--- src/rtl/fade_gen.sv ---
// Brightness envelope generator: rise / hold-high / fall / hold-low duty word for the pwm block.
// Optional gamma mapping of the output is enabled by defining FADE_GEN_GAMMA_EN.
module fade_gen #(
    parameter int unsigned MIN_DUTY        = 1,
    parameter int unsigned MAX_DUTY        = 254,
    parameter int unsigned STEP            = 1,
    parameter int unsigned HOLD_HIGH_TICKS = 0,
    parameter int unsigned HOLD_LOW_TICKS  = 0
) (
    input  logic       clk,
    input  logic       rst,
    input  logic       enable,
    input  logic       tick,
    input  logic       start,
    input  logic       oneShot,
    output logic [7:0] dutyCycle,
    output logic       busy,
    output logic       cycleDone
);

    localparam int unsigned LVL_W = 8;
    localparam int unsigned CNT_W = 16;

    localparam logic [LVL_W-1:0] MIN_L    = LVL_W'(MIN_DUTY);
    localparam logic [LVL_W-1:0] MAX_L    = LVL_W'(MAX_DUTY);
    localparam logic [LVL_W-1:0] STEP_L   = LVL_W'(STEP);
    localparam logic [LVL_W:0]   STEP_W   = (LVL_W+1)'(STEP);
    localparam logic [LVL_W:0]   MAX_W    = (LVL_W+1)'(MAX_DUTY);
    localparam logic [LVL_W:0]   FALL_LIM = (LVL_W+1)'(MIN_DUTY + STEP);
    localparam logic [CNT_W:0]   HH_CNT   = (CNT_W+1)'(HOLD_HIGH_TICKS);
    localparam logic [CNT_W:0]   HL_CNT   = (CNT_W+1)'(HOLD_LOW_TICKS);
    localparam logic             HAS_HH   = (HOLD_HIGH_TICKS != 0);
    localparam logic             HAS_HL   = (HOLD_LOW_TICKS != 0);

    typedef enum logic [2:0] {IDLE, RISE, HOLD_HI, FALL, HOLD_LO} state_t;

    state_t             state;
    logic [LVL_W-1:0]   level;
    logic [CNT_W-1:0]   holdCnt;

    logic               startOk;
    logic [LVL_W:0]     riseSum;
    logic [CNT_W:0]     cntNext;
    state_t             endState;
    logic               endBusy;

    // 9-bit / 17-bit arithmetic so limits never wrap
    assign startOk  = enable && (oneShot ? start : 1'b1);
    assign riseSum  = {1'b0, level} + STEP_W;
    assign cntNext  = {1'b0, holdCnt} + (CNT_W+1)'(1);
    assign endState = (oneShot || !enable) ? IDLE : RISE;
    assign endBusy  = (endState != IDLE);

    always_ff @(posedge clk or posedge rst) begin
        if (rst) begin
            state     <= IDLE;
            level     <= MIN_L;
            holdCnt   <= '0;
            busy      <= 1'b0;
            cycleDone <= 1'b0;
        end else begin
            cycleDone <= 1'b0;
            case (state)
                IDLE: begin
                    level   <= MIN_L;
                    holdCnt <= '0;
                    if (startOk) begin
                        state <= RISE;
                        busy  <= 1'b1;
                    end
                end
                RISE: if (tick) begin
                    if (riseSum >= MAX_W) begin
                        level   <= MAX_L;
                        holdCnt <= '0;
                        state   <= HAS_HH ? HOLD_HI : FALL;
                    end else begin
                        level <= riseSum[LVL_W-1:0];
                    end
                end
                HOLD_HI: if (tick) begin
                    if (cntNext == HH_CNT) begin
                        holdCnt <= '0;
                        state   <= FALL;
                    end else begin
                        holdCnt <= cntNext[CNT_W-1:0];
                    end
                end
                FALL: if (tick) begin
                    if ({1'b0, level} <= FALL_LIM) begin
                        level   <= MIN_L;
                        holdCnt <= '0;
                        if (HAS_HL) begin
                            state <= HOLD_LO;
                        end else begin
                            cycleDone <= 1'b1;
                            state     <= endState;
                            busy      <= endBusy;
                        end
                    end else begin
                        level <= level - STEP_L;
                    end
                end
                HOLD_LO: if (tick) begin
                    if (cntNext == HL_CNT) begin
                        holdCnt   <= '0;
                        cycleDone <= 1'b1;
                        state     <= endState;
                        busy      <= endBusy;
                    end else begin
                        holdCnt <= cntNext[CNT_W-1:0];
                    end
                end
                default: begin
                    state <= IDLE;
                    busy  <= 1'b0;
                end
            endcase
        end
    end

`ifdef FADE_GEN_GAMMA_EN
    logic [15:0] levelSq;

    // Squared-level mapping, rounded up so that 1 still maps to 1
    assign levelSq = 16'(level) * 16'(level) + 16'd255;

    always_ff @(posedge clk or posedge rst) begin
        if (rst) dutyCycle <= '0;
        else     dutyCycle <= 8'(levelSq >> 8);
    end
`else
    assign dutyCycle = level;
`endif

endmodule

--- config.mk ---
export PLATFORM = sky130hd
export DESIGN_NAME = fade_gen
export DESIGN_NICKNAME = d
export VERILOG_FILES = /design/src/rtl/fade_gen.sv
export SDC_FILE = /design/constraint.sdc
export NUM_CORES = 1
export LEC_CHECK = 0
export CORE_AREA = 2 2 74 76
export DETAILED_ROUTE_END_ITERATION = 10
export DIE_AREA = 0 0 76 78
export HOLD_SLACK_MARGIN = 0.1
export PLACE_DENSITY = 0.66
export SLEW_MARGIN = 20
export SYNTH_ARGS = -nofsm -noshare
export SYNTH_HDL_FRONTEND = slang
export SYNTH_SLANG_ARGS = --single-unit
--- constraint.sdc ---
create_clock -name clk -period 3.45 [get_ports clk]
set_clock_uncertainty 0.05 [all_clocks]
set_input_delay 0.345 -clock clk [delete_from_list [all_inputs] [get_ports clk]]
set_output_delay 0.345 -clock clk [all_outputs]
set_load 0.01 [all_outputs]
After elaboration in Yosys (flattened, before gate mapping)
Index checks and enable logic that the tools add are counted.
{"block": "op_classes", "add_sub_neg": 3, "n_lt_le_gt_ge": 2, "eq_ne": 14, "muxes": 35, "n_bitwise": 1, "n_reduce_logical": 14}
{"operator": "2-to-1 mux 16 bit", "n": 6}
{"operator": "one-hot mux 16 bit (4 select lines)", "n": 1}
{"operator": "2-to-1 mux 8 bit", "n": 4}
{"operator": "2-to-1 mux 3 bit", "n": 9}
{"operator": "one-hot mux 8 bit (3 select lines)", "n": 1}
{"operator": "!= test 2 bit (second input constant)", "n": 9}
{"operator": "adder 16 x 1 -> 17 bit (second input constant)", "n": 1}
{"operator": "zero test 17 bit", "n": 1}
{"operator": "one-hot mux 3 bit (5 select lines)", "n": 1}
{"operator": "AND reduction 6 bit", "n": 2}
{"operator": "2-to-1 mux 1 bit", "n": 11}
{"operator": "adder 8 x 1 -> 9 bit (second input constant)", "n": 1}
{"operator": ">= comparator 9 x 8 -> 1 bit (second input constant)", "n": 1}
{"operator": "AND reduction 9 bit", "n": 1}
{"operator": "less-or-equal comparator 8 x 2 -> 1 bit (second input constant)", "n": 1}
{"operator": "subtractor 8 x 1 -> 8 bit (second input constant)", "n": 1}
{"operator": "equality test 3 x 2 -> 1 bit (second input constant)", "n": 2}
{"operator": "nonzero test 3 bit", "n": 2}
{"operator": "one-hot mux 1 bit (4 select lines)", "n": 1}
{"operator": "nonzero test 4 bit", "n": 1}
{"operator": "OR reduction 2 bit", "n": 2}
{"operator": "equality test 3 x 1 -> 1 bit (second input constant)", "n": 1}
{"operator": "equality test 3 bit (second input constant)", "n": 1}
{"operator": "zero test 3 bit", "n": 1}
{"operator": "7 further kinds", "n": 7}
{"block": "word_totals", "ff_bits": 29, "output_inout_bits": 10, "word_cells": 74}

Logic depth before layout (Yosys ltp)
{"block": "depth", "word_depth": 7, "depth_mapped": 12, "ltp_nobuf": 9}

Worst setup path after synthesis
Ideal clock, no wire load.
{"block": "synth_timing", "path_kind": "register to register", "from": "register level[0], in the netlist dutyCycle[0]", "to": "register holdCnt[3]", "setup_time_ns": 0.076, "arrival_ns": 2.659, "path_slack_ns": 0.665, "path_stages_with_launch": 12, "n_path_buf": 2, "period_less_slack_ns": 2.785, "cell_sequence": "dfstp_2 -> buf_2 -> inv_1 -> ha_1 -> o21ai_0 -> nor3b_1 -> a21oi_1 -> o31ai_4 -> o22ai_2 -> buf_2 -> or4_1 -> o21ai_1"}
{"block": "synth_via", "elab_chain_len": 4, "elab_cells_between_ends": 6, "cone_classes": "1 x add/sub; 2 x order compare; 2 x eq/ne; 1 x reduce/logical"}
{"element": "start, declared", "line_no": "38", "source": "logic [LVL_W-1:0] level;"}
{"element": "start signal, assigned", "line_no": "78", "source": "level <= riseSum[LVL_W-1:0];"}
{"element": "start signal, assigned", "line_no": "101", "source": "level <= level - STEP_L;"}
{"element": "adder 8 x 1 -> 9 bit", "line_no": "49", "source": "assign riseSum = {1'b0, level} + STEP_W;"}
{"element": ">= comparator 9 x 8 -> 1 bit", "line_no": "73", "source": "if (riseSum >= MAX_W) begin"}
{"element": "!= test 2 bit (no source line)"}
{"element": "AND reduction 6 bit (no source line) *"}
{"element": "end signal, assigned", "line_no": "86", "source": "holdCnt <= cntNext[CNT_W-1:0];"}
{"element": "end signal, assigned", "line_no": "111", "source": "holdCnt <= cntNext[CNT_W-1:0];"}
{"element": "end, declared", "line_no": "39", "source": "logic [CNT_W-1:0] holdCnt;"}
Every way passes the cells marked *; elsewhere a longest branch is shown, timed or not.
A chain may end at the register's enable or synchronous reset.

Final worst setup path
{"block": "layout_timing", "from": "register level[0], in the netlist dutyCycle[0]", "to": "register holdCnt[11]"}
The elaborated chain is that of the path after synthesis.

==> key figures <==
Status
  • Status: finished clean

STA
  • Number of hold-slack violations in the final timing report: 0
  • Total count of max-transition violations in the final report: 0
  • Tcrit/Tclk final: 0.909
  • Setup repair after global routing missed its margin: no
  • Relative slew slack: 0.409
  • # setup viols final: 0
  • Setup TNS: 0 ns
  • Peak Freq: 319 MHz
  • Final critical delay including setup and external delays: 3.14 ns
  • Worst-margin pin slew: 0.880 ns

Clocking
  • Total setup buffers inserted after CTS: 0
  • Insertion delay of the later-clocked pin in the worst-skew pair: between 0.2 and 0.3 ns
  • Number of hold-repair buffers added at the cts stage: 0
  • Clock slew at reported path FFs: 0.11 ns
  • Clock tree buffer depth: 2
  • TritonCTS clock tree: built
  • CTS-repair resized insts: 0
  • Clock Tree Root: clkbuf_8
  • Cts bufs inserted: 3
  • Total number of H-tree levels: 1
  • Num Clock Sinks: 28

Logic synthesis
  • Average cell area after synthesis: 8.34 um2
  • Sequential element share of the synthesized area: 0.316
  • Multiplexer area fraction after synthesis: 0.0282
  • Adder-Cell Fraction of Synth Area: 0.0507
  • Net count after synthesis: 281
  • Count of warnings emitted by yosys: 0
  • Synth Instances: about 270
  • Top area cells in the synthesized netlist: dfrtp_1, o21ai_0, ha_1
  • Dominant register cell in the synthesized netlist: dfrtp_1
  • Async S/R FF share, synth: 1.00
  • Post-Synth XOR/XNOR Area: 0.0197
  • Basic-gate share of the synthesized area counting and, or, nand and nor cells: 0.267
  • Top cell type by total area after synthesis: dfrtp_1
  • Fraction of post-synthesis cell area in the top cell type by area: 0.304
  • Post-synthesis sequential element count: 28
  • Largest family of logic cells by synthesized area: simple AND/OR/NAND/NOR gates
  • Mapped cell area: 2220 um2
  • EDFF count, synth: 0
  • Synthesized-area fraction occupied by ao, oa, aoi and oai cells: 0.260
  • Number of distinct library cell variants in the gate-level netlist after synthesis: 56

Die
  • Placeable core region: 5040 um2
  • Die extent in x: 76 um
  • Area enclosed by the die boundary: 5930 um2
  • Number of placement rows: 26
  • Initial Util: 0.440
  • I/O pin count: 16
  • Chip Height: 78 um

Global route
  • First-pass GRT wire length: 9000 um
  • Fraction of met2 tracks used by global routing: 0.279
  • Largest net degree at the start of global routing: 19
  • GRT Resource Usage Total: 0.183
  • Global-route track usage on met3: 0.0256
  • Global route overflow: 0
  • Via count of the first global-routing pass: 1826
  • Most congested layer reported by global routing: met2
  • Met1 track demand over resource: 0.266
  • Number of antenna violations at the first check in global routing: 0

Placement
  • Placed wire-length estimate: 3590 um
  • Port Buffer Count: 15
  • Inst Count DP: about 340
  • Global placer's final weighted congestion: 0.860

Power and ir drop
  • Worst IR Drop VDD: 0.000464 V
  • Leakage Power: 0.000996 uW
  • Power Density: about 730 nW/um2

Worst setup path
  • Biggest fanout along the worst timing path: 14
  • CP cell instances: inv_1 -> ha_1 -> o21ai_0 -> nor3b_1 -> a21oi_1 -> o31ai_4 -> o22ai_2 -> or2_0 -> o41ai_2
  • Required time worst endpoint: 3.60 ns
  • Worst Path Class, Setup: register to register
  • Kind of end point of the critical path: register
  • Arrival @ worst endpoint: 3.29 ns
  • Delay of the slowest cell on the worst path: approximately 0.67 ns
  • Element type at the critical path start: register
  • Worst-path cell with the longest stage delay: dfstp_2

Flow run
  • Number of max-cap violations: 0

Drt
  • 1st-pass router iterations: 4
  • DRC violations left: 0
  • Total Routed Length: roughly 5100 um
  • Post-DRT Antenna Nets: 0
  • Per-cell via count in the routed design: 5.88
  • Routed via count: 2018
  • Number of design-rule violations left by the first detailed-router iteration: between 150 and 200
  • Drt wl/cell: approximately 15 um

Cells and area
  • Most frequent cells in the layout: o21ai_0, dfrtp_1, nand2_1
  • Share of post-route cells with drive strength above 1: 0.0916
  • Cell Count, Final, Fillers Out: 343
  • Number of fill cells in the layout: 481
  • Area occupied by multi-input gates: between 1000 and 1500 um2
  • Antenna Diode Count: 0
  • Most common cell after layout, fill and taps aside: o21ai_0
  • Utilization of the core after routing: 0.493
  • Count of nets after finishing: a little under 300
  • Area delta synth->final: 12.1%
  • Area of all sequential standard cells: 702 um2

Worst hold path
  • Worst Hold Class: input pin to async pin
==> critical path, delay by kind of cell (launching register included) <==
family	cells	cell delay, ns
compound gates	5	1.28
simple gates	2	0.63
fa+ha+maj	1	0.32
buf+inv	1	0.10
flops	1	0.67
==> Yosys cell counts (2+ instances only) <==
library cell and n:
a21oi_1 12, a221oi_1 2, a31o_2 2, a31oi_1 7, and2_1 3, and3_1 5, and4_1 2, buf_2 6
clkbuf_1 9, dfrtp_1 27, ha_1 9, inv_1 15, mux2i_1 4, nand2_1 22, nand2b_1 7, nand3_1 16
nand3_2 2, nand4_1 6, nor2_1 15, nor2b_1 2, nor3_1 5, nor3b_1 2, o21a_1 2, o21ai_0 34
o21ai_1 4, o22ai_1 3, o311ai_1 2, o31ai_1 6, or3_1 3, or4_1 3, xnor2_1 2, xor2_1 3
==> routing by layer <==
layer / part of all wire / wire length, um / up-vias
li1: - / - / 993
met3: 0.056 / 285 / 7
met2: 0.45 / 2270 / 64
met1: 0.48 / 2420 / 954
met4: 0.020 / 104 / 0
met5: 0 / 0 / -
==> through the flow <==
step / area, um2 / total power (uW) / worst slack [ns] / hold slack [ns]
floorplan: 2220 / 1270 / 0.665 / 0.360
global placement: 2420 / 1520 / 0.459 / 0.459
detailed placement: 2420 / 1530 / 0.377 / 0.464
CTS: 2490 / 1820 / 0.333 / 0.459
global route: 2490 / 1980 / 0.0148 / 0.500
finish: 2490 / 1820 / 0.312 / 0.423
==> cell type report <==
type / instances / share of cell area
multi-input cells: 207 / 0.559
well taps: 70 / 0.0352
flip-flops and latches: 28 / 0.282
clock inverters: 1 / 0.0121
repair buffers: 19 / 0.0724
inverters: 15 / 0.0226
clock buffers: 3 / 0.0166
==> cells by family after synthesis <==
| logic type | after synthesis |
|---|---|
| buffers and inverters | 31 |
| AOI/OAI and AO/OA | 85 |
| DFF | 28 |
| and+or+nand+nor | 102 |
| adders and majority gates | 9 |
| muxes | 6 |
| xor gates and xnor gates | 5 |
==> path summary, 6_finish.rpt <==
path                       cells after the start                startpoint  slack, ns                      end
setup reg to reg                               9  dutyCycle[0]$_DFFE_PP1P_       0.31  holdCnt[11]$_DFFE_PP0P_
hold / removal                                 2                       rst       0.42  holdCnt[11]$_DFFE_PP0P_
setup / recovery                               9  dutyCycle[0]$_DFFE_PP1P_       0.31  holdCnt[11]$_DFFE_PP0P_
min in group clk                               2          busy$_DFFE_PP0P_       0.50         busy$_DFFE_PP0P_
hold reg to reg                                2          busy$_DFFE_PP0P_       0.50         busy$_DFFE_PP0P_
max in group asynchronous                      3                       rst       2.29   holdCnt[3]$_DFFE_PP0P_
==> flip-flops by register name (all words and copies together) (netlist names) <==
| name | count |
|---|---|
| cycleDone | 1 |
| holdCnt | 16 |
| dutyCycle | 8 |
| state | 2 |
| busy | 1 |
==> power breakdown <==
part,switching (uW),internal [uW]
combinational,535,401
clock,120,156
sequential,188,421
total,842,978
No activity file was read; power rests on OpenSTA's default activity.
